==> src/rtl/ch_in_buff_pkg.sv <==
`default_nettype none
// ============================================================================
//  Module      : ch_in_buff_pkg
//  Description : Shared helpers for the multi-channel input sample buffer:
//                channel-index width (clog2) and frame-width computation.
//  Revision    : 1.0 - initial release
// ============================================================================
package ch_in_buff_pkg;

    // Default geometry of the receive-path buffer.
    localparam int C_DEF_DATA_WIDTH = 16;
    localparam int C_DEF_ADDR_WIDTH = 3;
    localparam int C_DEF_NUM_CH     = 4;

    // Ceiling log2; returns 1 for n <= 2 so a channel index is never zero-width.
    function automatic int ch_clog2(input int n);
        int r;
        int v;
        r = 0;
        v = n - 1;
        while (v > 0) begin
            r = r + 1;
            v = v >> 1;
        end
        if (r < 1) r = 1;
        return r;
    endfunction

    // Width of one stored frame: one sample from every channel.
    function automatic int frame_w(input int num_ch, input int data_width);
        return num_ch * data_width;
    endfunction

endpackage : ch_in_buff_pkg
`default_nettype wire

==> src/rtl/ch_in_buff_ram.sv <==
`default_nettype none
// ============================================================================
//  Module      : ch_in_buff_ram
//  Description : Simple dual-port frame store, DEPTH x WIDTH bits.
//                Synchronous write, asynchronous (combinational) read so the
//                buffer can present its head frame fall-through style.
//  Ports       : clk        - clock
//                wr_en_i    - write strobe
//                wr_addr_i  - write address
//                wr_data_i  - write data (one frame)
//                rd_addr_i  - read address
//                rd_data_o  - read data, combinational from rd_addr_i
//  Revision    : 1.0 - initial release
// ============================================================================
module ch_in_buff_ram #(
    parameter int ADDR_WIDTH = 3,
    parameter int WIDTH      = 64
) (
    input  logic                  clk,
    input  logic                  wr_en_i,
    input  logic [ADDR_WIDTH-1:0] wr_addr_i,
    input  logic [WIDTH-1:0]      wr_data_i,
    input  logic [ADDR_WIDTH-1:0] rd_addr_i,
    output logic [WIDTH-1:0]      rd_data_o
);

    localparam int C_DEPTH = 1 << ADDR_WIDTH;

    // Storage is deliberately not reset; emptiness is tracked by the count.
    logic [WIDTH-1:0] mem_q [C_DEPTH];

    always_ff @(posedge clk) begin
        if (wr_en_i) begin
            mem_q[wr_addr_i] <= wr_data_i;
        end
    end

    assign rd_data_o = mem_q[rd_addr_i];

endmodule : ch_in_buff_ram
`default_nettype wire

==> src/rtl/ch_in_buff.sv <==
`default_nettype none
// ============================================================================
//  Module      : ch_in_buff
//  Description : Multi-channel input sample buffer. Accepts one frame
//                (NUM_CH samples) per push into a circular store of
//                2^ADDR_WIDTH frames and streams it out one channel at a time
//                over a valid/ready handshake (first-word-fall-through).
//  Ports       : clk, reset            - clock, synchronous active-high reset
//                in_valid/in_data      - frame input, channel k at
//                                        [k*DATA_WIDTH +: DATA_WIDTH]
//                in_ready              - buffer not full
//                out_valid/out_ready   - sample output handshake
//                out_data/out_ch       - current sample and its channel
//                out_last              - last channel of the frame
//                fifo_count            - frames stored (0..DEPTH)
//                almost_full           - fifo_count >= AFULL_LEVEL
//                overflow/clr_overflow - sticky drop flag and its clear
//  Revision    : 1.0 - initial release
// ============================================================================
module ch_in_buff
    import ch_in_buff_pkg::*;
#(
    parameter int DATA_WIDTH  = C_DEF_DATA_WIDTH,
    parameter int ADDR_WIDTH  = C_DEF_ADDR_WIDTH,
    parameter int NUM_CH      = C_DEF_NUM_CH,
    parameter int AFULL_LEVEL = (1 << ADDR_WIDTH) - 2,
    localparam int CH_W       = ch_clog2(NUM_CH)
) (
    input  logic                         clk,
    input  logic                         reset,
    input  logic                         in_valid,
    input  logic [NUM_CH*DATA_WIDTH-1:0] in_data,
    output logic                         in_ready,
    output logic                         out_valid,
    input  logic                         out_ready,
    output logic [DATA_WIDTH-1:0]        out_data,
    output logic [CH_W-1:0]              out_ch,
    output logic                         out_last,
    output logic [ADDR_WIDTH:0]          fifo_count,
    output logic                         almost_full,
    output logic                         overflow,
    input  logic                         clr_overflow
);

    localparam int                  C_DEPTH   = 1 << ADDR_WIDTH;
    localparam int                  C_FRAME_W = frame_w(NUM_CH, DATA_WIDTH);
    localparam logic [ADDR_WIDTH:0] C_DEPTH_CNT = (ADDR_WIDTH+1)'(C_DEPTH);
    localparam logic [ADDR_WIDTH:0] C_AFULL     = (ADDR_WIDTH+1)'(AFULL_LEVEL);
    localparam logic [CH_W-1:0]     C_LAST_CH   = CH_W'(NUM_CH - 1);

    // ------------------------------------------------------------------
    // State
    // ------------------------------------------------------------------
    logic [ADDR_WIDTH-1:0] wr_ptr_q, wr_ptr_d;
    logic [ADDR_WIDTH-1:0] rd_ptr_q, rd_ptr_d;
    logic [ADDR_WIDTH:0]   count_q,  count_d;
    logic [CH_W-1:0]       ch_idx_q, ch_idx_d;
    logic                  overflow_q, overflow_d;

    logic                  push;
    logic                  pop;
    logic                  frame_pop;
    logic                  drop;
    logic [C_FRAME_W-1:0]  rd_frame;
    logic [DATA_WIDTH-1:0] sample;

    // Status derives from registered count only, so in_ready never depends
    // combinationally on out_ready: a full buffer refuses a push even while
    // a frame is popping in the same cycle.
    assign in_ready  = (count_q != C_DEPTH_CNT);
    assign out_valid = (count_q != '0);

    assign push      = in_valid && in_ready;
    assign drop      = in_valid && !in_ready;
    assign pop       = out_valid && out_ready;
    assign frame_pop = pop && (ch_idx_q == C_LAST_CH);

    // ------------------------------------------------------------------
    // Frame store
    // ------------------------------------------------------------------
    ch_in_buff_ram #(
        .ADDR_WIDTH (ADDR_WIDTH),
        .WIDTH      (C_FRAME_W)
    ) u_ram (
        .clk        (clk),
        .wr_en_i    (push),
        .wr_addr_i  (wr_ptr_q),
        .wr_data_i  (in_data),
        .rd_addr_i  (rd_ptr_q),
        .rd_data_o  (rd_frame)
    );

    // ------------------------------------------------------------------
    // Next-state logic
    // ------------------------------------------------------------------
    always_comb begin
        wr_ptr_d   = wr_ptr_q;
        rd_ptr_d   = rd_ptr_q;
        count_d    = count_q;
        ch_idx_d   = ch_idx_q;
        overflow_d = overflow_q;

        if (push) begin
            wr_ptr_d = wr_ptr_q + 1'b1;   // wraps modulo DEPTH
        end

        if (pop) begin
            if (frame_pop) begin
                ch_idx_d = '0;
                rd_ptr_d = rd_ptr_q + 1'b1;
            end else begin
                ch_idx_d = ch_idx_q + 1'b1;
            end
        end

        // Push and frame pop together leave the count unchanged.
        case ({push, frame_pop})
            2'b10:   count_d = count_q + 1'b1;
            2'b01:   count_d = count_q - 1'b1;
            default: count_d = count_q;
        endcase

        // A drop in the same cycle as a clear keeps the flag set.
        if (drop) begin
            overflow_d = 1'b1;
        end else if (clr_overflow) begin
            overflow_d = 1'b0;
        end
    end

    always_ff @(posedge clk) begin
        if (reset) begin
            wr_ptr_q   <= '0;
            rd_ptr_q   <= '0;
            count_q    <= '0;
            ch_idx_q   <= '0;
            overflow_q <= 1'b0;
        end else begin
            wr_ptr_q   <= wr_ptr_d;
            rd_ptr_q   <= rd_ptr_d;
            count_q    <= count_d;
            ch_idx_q   <= ch_idx_d;
            overflow_q <= overflow_d;
        end
    end

    // ------------------------------------------------------------------
    // Channel read mux (combinational from registered pointer/index)
    // ------------------------------------------------------------------
    always_comb begin
        sample = '0;
        for (int k = 0; k < NUM_CH; k++) begin
            if (ch_idx_q == CH_W'(k)) begin
                sample = rd_frame[k*DATA_WIDTH +: DATA_WIDTH];
            end
        end
    end

    // Memory is never cleared, so mask stale contents while empty.
    assign out_data    = out_valid ? sample : '0;
    assign out_ch      = ch_idx_q;
    assign out_last    = out_valid && (ch_idx_q == C_LAST_CH);
    assign fifo_count  = count_q;
    assign almost_full = (count_q >= C_AFULL);
    assign overflow    = overflow_q;

endmodule : ch_in_buff
`default_nettype wire

==> config.mk <==
export PLATFORM = sky130hd
export DESIGN_NAME = ch_in_buff
export DESIGN_NICKNAME = d
export VERILOG_FILES = /design/src/rtl/ch_in_buff_pkg.sv /design/src/rtl/ch_in_buff_ram.sv /design/src/rtl/ch_in_buff.sv
export SDC_FILE = /design/constraint.sdc
export NUM_CORES = 1
export LEC_CHECK = 0
export CAP_MARGIN = 20
export CORE_MARGIN = 1.5
export CORE_UTILIZATION = 44
export CTS_CLUSTER_SIZE = 12
export DETAILED_ROUTE_END_ITERATION = 7
export SYNTH_ARGS = -nofsm -noshare
export SYNTH_HDL_FRONTEND = slang
export SYNTH_SLANG_ARGS = --single-unit
export TNS_END_PERCENT = 50
==> constraint.sdc <==
create_clock -name clk -period 8.64 [get_ports clk]
set_clock_uncertainty 0.1 [all_clocks]
set_input_delay 1.728 -clock clk [delete_from_list [all_inputs] [get_ports clk]]
set_output_delay 1.728 -clock clk [all_outputs]
set_load 0.02 [all_outputs]
# == Word level (Yosys, flattened, before mapping) ==
# Memory sizes are Yosys's and may differ from the RTL's. A register that Yosys moved wholly into a read port is not among the register bits.
# Index checks and enable logic that the tools add are counted.
# totals
output_inout_bits,27
reg_bits,13
ramBits,512
memories,1
wordCells,42
# memory_table
memory,depth,width,read_ports,rd_ports_with_merged_regs,write_ports,line_no,source
u_ram.mem_q,8,64,1,1,1,ch_in_buff_ram.sv:30,logic [WIDTH-1:0] mem_q [C_DEPTH];
# op_classes
n_reduce_logical,11
add_sub_neg,5
muxes,13
n_eq_ne,6
magnitude_cmp,1
# ops
cell,count
16-bit 2-to-1 mux,5
4-bit one-hot mux with 2 select lines,1
3-bit by 1-bit adder with 3-bit output (second input constant),2
2-bit equality test (second input constant),3
3-bit 2-to-1 mux,2
1-bit logical AND,5
4-bit by 1-bit adder with 4-bit output (second input constant),1
2-bit by 1-bit equality test with 1-bit output (second input constant),2
4-bit by 3-bit greater-or-equal comparator with 1-bit output (second input constant),1
1-bit 2-to-1 mux,4
4-bit != test (second input constant),1
2-bit nonzero test,2
4-bit nonzero test,1
4-bit by 1-bit subtractor with 4-bit output (second input constant),1
2-bit by 1-bit adder with 2-bit output (second input constant),1
2-bit logical NOT,1
2-bit 2-to-1 mux,1
2-bit AND reduction,1
1-bit logical NOT,1

# == Longest topological paths before layout ==
# Gate-level depths: netlist (run 1).
# logic_depth
word_depth,6
ltp_mapped,11
depth_no_buf,10

# == By module ==
# Synthesis (run 1) repeated with hierarchy kept, for this count alone.
# unflattened
cells_unflattened,911
hier_area_um2,20515.9
# modules_own_cells
module,area_per_inst_um2,instances,cells_per_inst
ch_in_buff_ram,19266.0,1,752
ch_in_buff,1249.9,1,159

# == Worst setup path after synthesis (run 1) ==
# Ideal clock, no wire load.
# synth_path
path_kind,input port to flip-flop
startpoint,input in_valid
endpoint,"memory u_ram.mem_q[0][0], enable pin"
slack_ns,-0.316
required_time_ns,7.896
cell_stages,3
arrival_time_ns,8.212
path_cell_list,clkbuf_1 nand2_1 nor4_1
# synth_via
elab_chain_cells,3
# synth_lines
item,line_no,source
start: declaration,ch_in_buff.sv:31,"input logic in_valid,"
1-bit logical AND,ch_in_buff.sv:73,assign push = in_valid && in_ready;
1-bit 2-to-1 mux,ch_in_buff_ram.sv:33,if (wr_en_i) begin
1-bit 2-to-1 mux (implied by the code),ch_in_buff_ram.sv:34,mem_q[wr_addr_i] <= wr_data_i;
end: declaration,ch_in_buff_ram.sv:30,
# No other way between the ends.

==> flow_metrics.tcl, run 1 <==
set metrics [dict create \
    outcome "complete, no violations" \
    hold_path_class "reg2reg" \
    post_cts_resized 0 \
    syn_area_per_cell_um2 19.40 \
    busiest_layer "met2" \
    tns_ns 0 \
    wirelength_um 46670 \
    grt_pass1_vias 10400 \
    synth.largest_area_cell "edfxtp_1" \
    yosys-top-cells-area "edfxtp_1 74%, mux4_2 7.0%, mux2i_1 4.8%, mux2_2 2.6%, dfxtp_1 1.5%" \
    synth_cells 1065 \
    vias 10350 \
    antenna_found_initial 8 \
    grt_pass1_wl_um 68140 \
    htree_levels 2 \
    ys_ff_latch 528 \
    die_h_um 219.7 \
    worstSetupPathType "reg2out" \
    dpl.hpwl_um 27330 \
    synth_nets 1142 \
    end_kind "primary output" \
    max_freq_mhz 162.6 \
    slew_violations 0 \
    cts_tree "yes" \
    async_reset_ff_frac 0 \
    wl_per_cell_um 25.53 \
    die_w_um 219.7 \
    cts_setup_buffers 0 \
    layout_common_cells "512 x edfxtp_1, 99 x mux2i_1, 95 x clkdlybuf4s50_1, 64 x mux4_2, 55 x clkbuf_16" \
    grt_max_degree 99 \
    slowest_stage "dfxtp_4" \
    fin_ws_ns 2.490 \
    cp_slowest_stage_delay_ns 0.90 \
    crit_chain "buf_4 > mux2_2 > o22ai_1 > a221oi_1 > o21ai_0 > a311oi_1 > clkdlybuf4s50_1" \
    avgViaCountPerCell 5.661 \
    ys_types 37 \
    arrival_ns 4.32 \
    grt-ovfl-total 0 \
    synth_area_um2 20670 \
    drtPass1Iterations 5 \
    ys.flop_type "edfxtp_1" \
    drc 0 \
    drt-initial-drc-count 1041 \
    fin_crit_ns 6.150 \
    initial_core_util 0.4448 \
    ctsHoldBuffers 0 \
    synth.top_cell.area_share 0.7440 \
    crit_fanout 54 \
    syn_to_final_growth_pct 15.54 \
    p_leak_nw 7.214 \
    timing.critical_path.buf_inv 2 \
    cts.sinks 528 \
    final_common_cell "edfxtp_1" \
    numCtsBuffers 54 \
    crit_family "buffers and inverters" \
    tightest_slew_ns 0.8855 \
    cp.required_ns 6.81 \
    p_per_area_nw_per_um2 222.0 \
    min_period_over_period 0.7118 \
    core-area_um2 46460 \
    finalWeightedCongestion 0.7948 \
    yosysWarnings 0 \
    clock_latency_ns 0.59 \
    startpoint_type "register" \
    fin_nets 1258 \
    die-area_um2 48280 \
    clockBufferDepth 3 \
    ant_nets 0 \
    io_pins 96 \
    maxSlewHeadroom 0.4097 \
    met1_usage 0.2767 \
    drv_cap 0 \
    grt_use_total 0.1959 \
    grt_setup_unrepaired "false" \
    cts-root-buf "clkbuf_16" \
    max-vdd-ir-drop_uv 134.4 \
    path_clk_slew_ns 0.06 \
    dpl_worst_slack_ns 3.091 \
    num_rows 79 \
    finalHoldViolations 0 \
    synth_edf_count 512 \
    setup_viol 0 \
    final_layout_size_suffix_gt1_frac 0.1770 \
    ys_seq_area_frac 0.7595 \
    met2_usage 0.3034 \
    port_buffers 95 \
    use_met3 0.04375 \
]
==> layout make-up <==
class                      instances  area (µm²)
multi-input combinational        472        4647
tap                              607       759.5
sequential                       528       15700
antenna                            1       2.502
timing repair buffer             119        1144
clock inverter                    17       126.4
fill                            3768       22580
inverter                           6       22.52
clock buffer                      78        1473
==> report_power, final <==
group	switching, W	total, W	internal [W]	leakage [nW]
sequential	0.0000162	0.00289	0.00287	4.78
combinational	0.000166	0.000264	0.0000986	1.66
clock	0.000915	0.00215	0.00123	0.775
total	0.00110	0.00530	0.00420	7.21
==> cells in the mapped netlist, types with 17 or more instances <==
library cell / n
nand2_1: 42
o21ai_0: 19
mux2i_1: 99
mux2_2: 48
clkbuf_1: 17
edfxtp_1: 512
nand3_1: 19
a21oi_1: 20
nor2b_1: 22
mux4_2: 64
nor2_1: 20
==> stage by stage <==
| step | instances | cell area (µm²) | hold slack, ns | power [W] | util |
|---|---|---|---|---|---|
| global placement | 1732 | 22280 | 0.3742 | 0.003203 | 0.4795 |
| finish | 1828 | 23880 | 0.3934 | 0.005300 | 0.5140 |
| global route | 1827 | 23880 | 0.4304 | 0.005457 | 0.5139 |
| CTS | 1827 | 23880 | 0.3987 | 0.005343 | 0.5139 |
| detailed placement | 1732 | 22280 | 0.3840 | 0.003207 | 0.4795 |
| floorplan | 1065 | 20670 | 0.3641 | 0.003061 | - |
==> worst register-to-register path, cell delays in order, from the launching register on <==
cell and delay, ns:
dfxtp_1 0.50, or4b_4 0.25, nand3_1 0.29, nor2_4 0.77
buf_4 0.72
==> layer usage <==
layer  vias up  routed length (µm)
met1      5366               20250
met4        12                1299
li1       4561                   -
met5         -                  71
met2       314               21750
met3        96                3302
==> cell families after synthesis <==
family          count (synthesis)  synth area share
buf+inv                        65           0.01895
mux                           211            0.1439
compound gates                122           0.04081
xor+xnor                        7          0.002967
flops                         528            0.7595
simple gates                  124           0.02912
fa+ha+maj                       8          0.004844
==> flip-flops by register name, summed over array words and instances, names as in the netlist, named ones only <==
name / flops
wr_ptr_q: 3
rd_ptr_q: 3
out_ch: 2
overflow: 1
fifo_count: 4
u_ram.mem_q: 512
==> worst paths after layout <==
check / depth (start not counted) / startpoint / endpoint / slack [ns]
hold / removal: 2 / overflow$_SDFFE_PP0P_ / overflow$_SDFFE_PP0P_ / 0.39
hold reg to reg: 2 / overflow$_SDFFE_PP0P_ / overflow$_SDFFE_PP0P_ / 0.39
setup reg to reg: 4 / fifo_count[1]$_SDFFE_PP0P_ / u_ram.mem_q[6][44]$_DFFE_PP_ / 5.55
setup / recovery: 7 / register / out_data[5] / 2.49
(Power assumes the default switching activity.)
==> inputs of run 2 (changes only) <==
Clock period 8.64 ns to 5.4 ns, I/O delays scaled along.
==> flow_metrics.tcl, run 2 (synthesis gave the netlist of run 1 again) <==
set metrics [dict create \
    finalWeightedCongestion 0.8907 \
    fin_ws_ns 0.1215 \
    numCtsBuffers 55 \
    end_kind "primary output" \
    initial_core_util 0.4448 \
    finalHoldViolations 0 \
    path_clk_slew_ns 0.06 \
    dpl.hpwl_um 27850 \
    antenna_found_initial 1 \
    cts_tree "yes" \
    min_from "overflow$_SDFFE_PP0P_" \
    crit_chain "buf_4 > mux2_2 > o22ai_1 > a221oi_1 > o21ai_0 > a311oi_1 > clkdlybuf4s50_1" \
    cp_slowest_stage_delay_ns 0.84 \
    fin_crit_ns 5.278 \
    drtPass1Iterations 5 \
    die-area_um2 48280 \
    p_leak_nw 7.287 \
    arrival_ns 4.10 \
    io_pins 96 \
    num_rows 79 \
    outcome "complete, no violations" \
    p_per_area_nw_per_um2 354.7 \
    reg2reg_from "fifo_count[1]$_SDFFE_PP0P_" \
    drv_cap 0 \
    grt_setup_unrepaired "false" \
    clock_latency_ns 0.60 \
    port_buffers 95 \
    die_w_um 219.7 \
    hold_path_class "reg2reg" \
    min_period_over_period 0.9775 \
    crit_family "compound AO/OA/AOI/OAI gates" \
    timing.critical_path.buf_inv 2 \
    n_fill_cell 3762 \
    grt-ovfl-total 0 \
    vias 10290 \
    avgViaCountPerCell 5.605 \
    tns_ns 0 \
    slew_violations 0 \
    busiest_layer "met2" \
    ant_nets 0 \
    layoutNonFillerInstCount 1836 \
    cts_setup_buffers 0 \
    utilization 0.5175 \
    r2r_end "fifo_count[2]$_SDFFE_PP0P_" \
    post-place-cells 1740 \
    syn_to_final_growth_pct 16.33 \
    dpl_worst_slack_ns 0.7623 \
    max_freq_mhz 189.4 \
    top_register "u_ram.mem_q" \
    tightest_slew_ns 1.084 \
    crit_fanout 45 \
    slowest_stage "dfxtp_4" \
    final_layout_size_suffix_gt1_frac 0.1824 \
    use_met3 0.04845 \
    core-area_um2 46460 \
    met1_usage 0.2797 \
    final_common_cell "edfxtp_1" \
    htree_levels 2 \
    rrSetupSlack_ns 2.62 \
    min_to "overflow$_SDFFE_PP0P_" \
    wl_per_cell_um 25.49 \
    die_h_um 219.7 \
    largest_reg_flops 512 \
    grt_pass1_wl_um 69010 \
    layout_common_cells "512 x edfxtp_1, 99 x mux2i_1, 95 x clkdlybuf4s50_1, 64 x mux4_2, 56 x clkbuf_16" \
    cts-root-buf "clkbuf_16" \
    grt_max_degree 65 \
    maxSlewHeadroom 0.2756 \
    setup_viol 0 \
    r2r_cells 9 \
    fin_nets 1267 \
    hold_path_depth 2 \
    wirelength_um 46800 \
    startpoint_type "register" \
    drt-initial-drc-count 756 \
    cp.required_ns 4.22 \
    drc 0 \
    grt_pass1_vias 10370 \
    clockBufferDepth 3 \
    met2_usage 0.3087 \
    max-vdd-ir-drop_uv 269.3 \
    worstSetupPathType "reg2out" \
    cts.sinks 528 \
    grt_use_total 0.1984 \
]
==> run 2: changes by cell type in the layout (fill, tap and decap cells not counted), moves of 2 or more <==
cell / change
buf_4: +2
nor2_1: +2
clkinv_1: +6
buf_12: +6
nor2_2: -2
clkbuf_1: -7
==> run 2: worst reg2reg max path, cell delays in order, from the launching register on <==
cell and delay [ns]:
dfxtp_1 0.40, or4b_4 0.62, nand2_1 0.34, ha_1 0.34, xor2_1 0.10, ha_1 0.21
o21a_1 0.18, nor3_1 0.18, xnor2_1 0.14, nor2_1 0.05
==> run 2: worst max-delay path by stage <==
stage          cells after the start  slack (ns)                           to     start
2_1_floorplan                      3       -1.19  u_ram.mem_q[2][0]$_DFFE_PP_  in_valid
3_3_place_gp                       7        0.76                  out_data[3]  register
3_5_place_dp                       6        0.76                 out_data[11]  register
4_1_cts                            6        0.11                 out_data[11]  register
5_1_grt                            7       0.002                  out_data[2]  register
6_report                           7        0.12                  out_data[2]  register
==> run 2: metrics by stage <==
| stage | total power, W | instance area, µm² | hold slack [ns] |
|---|---|---|---|
| after floorplan | 0.004898 | 20670 | 0.3641 |
| after global placement | 0.005134 | 22400 | 0.3757 |
| after detailed placement | 0.005141 | 22400 | 0.3815 |
| after CTS | 0.008609 | 24030 | 0.3960 |
| after global routing | 0.008802 | 24040 | 0.4340 |
| final | 0.008529 | 24040 | 0.3862 |
==> run 2: layer usage <==
metal / wire length (µm) / vias to the layer above
li1: - / 4595
met5: 0 / -
met2: 22060 / 267
met4: 948 / 0
met3: 2986 / 57
met1: 20810 / 5372
==> run 2: power breakdown <==
part	internal [W]	switching [W]	total (W)
Sequential	0.00460	0.0000262	0.00462
Clock	0.00198	0.00149	0.00347
Combinational	0.000161	0.000272	0.000433
Total	0.00674	0.00179	0.00853
==> run 2: layout make-up <==
class / count / area (µm²) / area share
Inverter: 6 / 22.52 / 0.0009368
Sequential cell: 528 / 15700 / 0.6532
Timing Repair Buffer: 127 / 1279 / 0.05319
Antenna cell: 1 / 2.502 / 0.0001041
Tap cell: 607 / 759.5 / 0.03159
Clock buffer: 71 / 1458 / 0.06063
Clock inverter: 24 / 168.9 / 0.007026
Multi-Input combinational cell: 472 / 4648 / 0.1933
==> run 2: what timing repair did <==
| item | in CTS | in global routing |
|---|---|---|
| hold buffers | 0 | 0 |
| gates resized for setup | 0 | 2 |
| endpoints found under the setup margin | 0 | 4 |
